<file path="config.mk">
export PLATFORM = sky130hd
export DESIGN_NAME = banner_sequencer
export DESIGN_NICKNAME = d
export VERILOG_FILES = /design/src/rtl/banner_sequencer.sv
export SDC_FILE = /design/constraint.sdc
export NUM_CORES = 1
export LEC_CHECK = 0
export CORE_UTILIZATION = 46
export CTS_CLUSTER_DIAMETER = 30
export DETAILED_ROUTE_END_ITERATION = 7
export HOLD_SLACK_MARGIN = 0.05
export PLACE_DENSITY = 0.8
export RECOVER_POWER = 100
export SLEW_MARGIN = 5
export SYNTH_ARGS = -nofsm -noshare
export SYNTH_HDL_FRONTEND = slang
export SYNTH_SLANG_ARGS = --single-unit
</file>
<file path="constraint.sdc">
create_clock -name clk -period 3.13 [get_ports clk]
set_input_delay 0.4695 -clock clk [delete_from_list [all_inputs] [get_ports clk]]
set_output_delay 0.4695 -clock clk [all_outputs]
set_load 0.02 [all_outputs]
</file>
<file path="src/rtl/banner_sequencer.sv">
// banner_sequencer: scrolls a WINDOW_ROWS-row window over a banner ROM, one row per valid/ready handshake
//   clk, rst_n      : clock, synchronous active-low reset
//   enable          : run frames continuously while high
//   rom_address     : banner ROM address (ROM answers one cycle later on rom_data)
//   rom_data        : banner ROM row
//   row_data        : registered row presented downstream
//   row_index       : row position within the frame
//   row_valid       : row_data/row_index valid, held until row_ready
//   row_ready       : downstream accepts the row
//   frame_done      : one-cycle pulse at each frame end
//   offset          : current scroll offset (first ROM row of the window)
//   busy            : sequencer not idle
module banner_sequencer #(
   parameter int ROW_COUNT   = 129,
   parameter int ROW_WIDTH   = 57,
   parameter int WINDOW_ROWS = 16,
   parameter int TICK_DIV    = 1000000,
   localparam int IW = WINDOW_ROWS > 1 ? $clog2(WINDOW_ROWS) : 1,
   localparam int TW = TICK_DIV > 1 ? $clog2(TICK_DIV) : 1
) (
   input  logic                 clk,
   input  logic                 rst_n,
   input  logic                 enable,
   output logic [7:0]           rom_address,
   input  logic [ROW_WIDTH-1:0] rom_data,
   output logic [ROW_WIDTH-1:0] row_data,
   output logic [IW-1:0]        row_index,
   output logic                 row_valid,
   input  logic                 row_ready,
   output logic                 frame_done,
   output logic [7:0]           offset,
   output logic                 busy
);
   typedef enum logic [2:0] {IDLE, FETCH, CAPTURE, PRESENT, FRAME_END} state_t;
   state_t state, state_nxt;
   logic [TW-1:0] tick_cnt;
   logic          step_pending;
   logic          tick;
   logic          last_row;
   logic [8:0]    sum;
   assign tick     = tick_cnt == TW'(TICK_DIV - 1);
   assign last_row = row_index == IW'(WINDOW_ROWS - 1);
   assign sum      = {1'b0, offset} + 9'(row_index);
   // Address is only meaningful while the ROM is being read; it is held through CAPTURE.
   assign rom_address = (state == FETCH || state == CAPTURE) ?
                        8'(sum >= 9'(ROW_COUNT) ? sum - 9'(ROW_COUNT) : sum) : '0;
   assign row_valid  = state == PRESENT;
   assign frame_done = state == FRAME_END;
   assign busy       = state != IDLE;
   always_ff @(posedge clk) begin
      if (!rst_n) state <= IDLE;
      else        state <= state_nxt;
   end
   always_comb begin
      state_nxt = state;
      case (state)
         IDLE:      state_nxt = enable ? FETCH : IDLE;
         FETCH:     state_nxt = CAPTURE;
         CAPTURE:   state_nxt = PRESENT;
         PRESENT:   state_nxt = !row_ready ? PRESENT : last_row ? FRAME_END : FETCH;
         FRAME_END: state_nxt = enable ? FETCH : IDLE;
         default:   state_nxt = IDLE;
      endcase
   end
   always_ff @(posedge clk) begin
      if (!rst_n) begin
         tick_cnt     <= '0;
         step_pending <= 1'b0;
         row_data     <= '0;
         row_index    <= '0;
         offset       <= '0;
      end else begin
         tick_cnt     <= tick ? '0 : tick_cnt + 1'b1;
         // A tick landing on the consuming FRAME_END re-arms the step for the next frame.
         step_pending <= tick | (step_pending & (state != FRAME_END));
         if (state == CAPTURE) row_data <= rom_data;
         if (state == PRESENT && row_ready && !last_row) row_index <= row_index + 1'b1;
         if (state == FRAME_END) begin
            row_index <= '0;
            if (step_pending) offset <= offset == 8'(ROW_COUNT - 1) ? '0 : offset + 1'b1;
         end
      end
   end
endmodule

</file>
==> summary.txt <==
Worst Slack Setup Final = -16.6 ps
DRC violation count after routing = 4
Endpoints failing hold = 0
Fmax = 318 MHz
Die Y = 98.1 um
Unique masters post-synth = 48
Setup crit end kind = output port
Root Buffer = clkbuf_8
Leakage = 2.58 nW
Worst hold margin = 464 ps
H-tree levels = 3
Buffers on Ports = 140
Status = finished, violations left
RSZ-0062 raised after global routing = true
CP arrival = 2680 ps
Global route total overflow = 0
Cells after Synth = 514
Power Total = 2.50 mW
CTS tree = done
Die width = 98.1 um
DR vias/cell = 5.11
Final worst path period share = 101%
I/O pins = 141
Max cap viols = 1
Finished Cell Area = 0.00626 mm2
Cell row count = 34
Critical Path Source Type = flop
Final setup violation count = 4
Worst-Skew Late Latency = 350 ps
Total wire length = 11400 um
Nets = 749
Share of flip-flops with an asynchronous set or reset = 0%
Share of cells above drive strength 1 = 12.3%
FF+latch count, synth = 93
Pin count of the biggest net entering global routing = 58
Prevailing post-synth register cell = dfxtp_1
Post-route ant nets = 0
Dpl cell area = 0.00592 mm2
Die Area = 0.00962 mm2
CP Max Fanout = 4
Avg WL per Cell = 14.5 um
Sinks on the clock net = 93
Slew Viols, Final = 47
Core area = 0.00885 mm2
Crit path kind = reg -> out
CP Data Required Time = 2660 ps
GR Util All Layers = 24.5%
Initial Utilization = 48.0%
Syn_area_per_cell = 8.26 um2
Max clock buf depth = 2
Via count = 4040
Final min period = 3150 ps
Num CTS Buffers = 9
Initial DRC Count = 170
Detailed Place HPWL = 7980 um
CTS clk-pin slew, worst paths = 90 ps
Drt pass-1 iters = 6
Failing checks = DRC, capacitance limit, slew limit, setup timing
Syn Nets = 586
Clock Skew = 11.3 ps
Number of synthesized flops with an enable pin = 0
Vias in the first global route = 4150
Yosys Warn Count = 0
Area grow syn2layout = 47.4%
Placer's final routability congestion estimate = 0.880
Post-CTS Hold Fix Bufs = 0
Worst slew pin tran = 1560 ps
Class of the most critical hold timing path = reg -> reg
Mapped Area = 0.00425 mm2
Peak supply drop = 0.312 mV
Max_slew headroom = -4.23%
Part of the Yosys area used for sequential elements = 43.9%
First-pass GRT wire length = 19200 um
Antenna violations before repair = 0
Pwr/cell area = 400 mW/mm2
Core Util, Final = 70.7%
Diode count = 0
path summary, 6_finish.rpt:
path                    start        endpoint  slack [ps]  cells after the start
setup / recovery    offset[0]  rom_address[6]         -20                     12
hold / removal    tick_cnt[0]     tick_cnt[0]         460                      1
setup reg to reg     state[2]    row_data[14]         440                      5
hold reg to reg   tick_cnt[0]     tick_cnt[0]         460                      1
repair_timing:
action	in CTS	in global routing
pin swaps	11	11
setup endpoints to repair	8	8
buffers inserted	4	1
resized for setup	57	11
gates cloned	1	0
registers in the layout, indices dropped and copies added (netlist names):
name and cells:
step_pending 1, row_index 4, tick_cnt 20, offset 8, state 3, row_data 57
critical path, cell delays in order (launching register included):
cell	delay [ps]
dfxtp_2	360
ha_4	130
inv_2	30
fa_2	330
nand2b_4	170
a21oi_4	250
xnor2_2	140
nor3_4	280
buf_6	170
nand3_4	70
mux2i_1	170
nor2_1	60
buf_4	170
metrics by stage:
| stage | TNS [ps] | instances | setup slack, ps |
|---|---|---|---|
| 3_3_place_gp | -589 | 769 | -181 |
| 6_report | -45.1 | 790 | -16.6 |
| 5_1_grt | -822 | 790 | -168 |
| 4_1_cts | -54.9 | 789 | -31.0 |
| 2_1_floorplan | 0 | 514 | 7.41 |
| 3_5_place_dp | -1470 | 769 | -289 |
cell usage in the layout, fill, tap and decap left out, types with 2 or more instances in the layout:
master,count
inv_1,9
nand2_1,144
nor2_2,2
clkinv_4,2
mux2i_1,4
xor2_2,2
ha_4,2
a21oi_2,3
a211oi_1,3
nor2b_1,2
a31oi_1,2
a21boi_0,58
a31o_1,3
clkdlybuf4s50_1,60
buf_4,36
a21oi_1,4
nor3_1,6
o21ai_1,2
nor4_1,3
dlygate4sd3_1,71
xnor2_1,11
ha_1,8
a21boi_4,2
nand4_1,4
or3_1,4
nand2b_1,3
buf_6,3
nor2_1,51
buf_2,2
clkbuf_8,10
xor2_1,19
nand3_1,13
dfxtp_1,91
and3_1,8
o21ai_0,2
dfxtp_2,2
clkbuf_1,5
logic make-up (layout without fill, tap and decap cells):
logic type	after synthesis	after routing	share of synthesized area, %
AO/OA/AOI/OAI	87	88	15.5
XOR/XNOR	33	33	7.16
adder cells (fa/ha/maj)	11	11	3.42
buffers and inverters	35	202	3.68
flip-flops	93	93	43.9
multiplexers	4	4	0.943
AND/OR/NAND/NOR	251	251	25.4
routing by layer:
metal  share of wire, %  track usage (%)  up-vias
met5                  0                0        -
met1                 41             27.7     1875
met4                2.0             9.09        0
li1                   -                -     2022
met3                9.0             9.02       19
met2                 48             42.0      124
report_power, final:
part	switching, mW	internal, mW	leakage, nW
registers	0.0288	1.23	0.755
clock network	0.439	0.404	0.106
logic	0.211	0.185	1.71
layout make-up:
cell class	count	area (um2)
Clock buffer	11	141
Clock inverter	5	67.6
Fill cell	701	2590
Inverter	10	37.5
Multi-Input combinational cell	387	2370
Sequential cell	93	1860
Tap cell	108	135
Timing Repair Buffer	176	1640
synth_stat cells (2+ instances only):
cell	count	share of area, %
xor2_1	19	3.9
a21boi_0	58	10
clkbuf_1	15	1.3
nor3_1	6	0.71
nand4_1	4	0.59
nand2b_1	3	0.44
a211oi_1	3	0.53
and3_1	8	1.2
nor4_1	4	0.59
buf_4	2	0.35
nor2b_1	3	0.44
nand3_1	14	1.7
a31o_1	3	0.62
nand2_1	144	13
a31oi_1	2	0.29
ha_1	10	2.9
mux2i_1	4	0.94
buf_1	4	0.35
dfxtp_1	93	44
a21oi_1	4	0.47
buf_6	2	0.53
buf_2	2	0.24
xnor2_1	12	2.5
a21oi_2	4	0.83
or3_1	4	0.59
o21ai_0	3	0.35
xor2_2	2	0.77
inv_1	10	0.88
nor2_1	53	4.7
(Power assumes the default switching activity.)
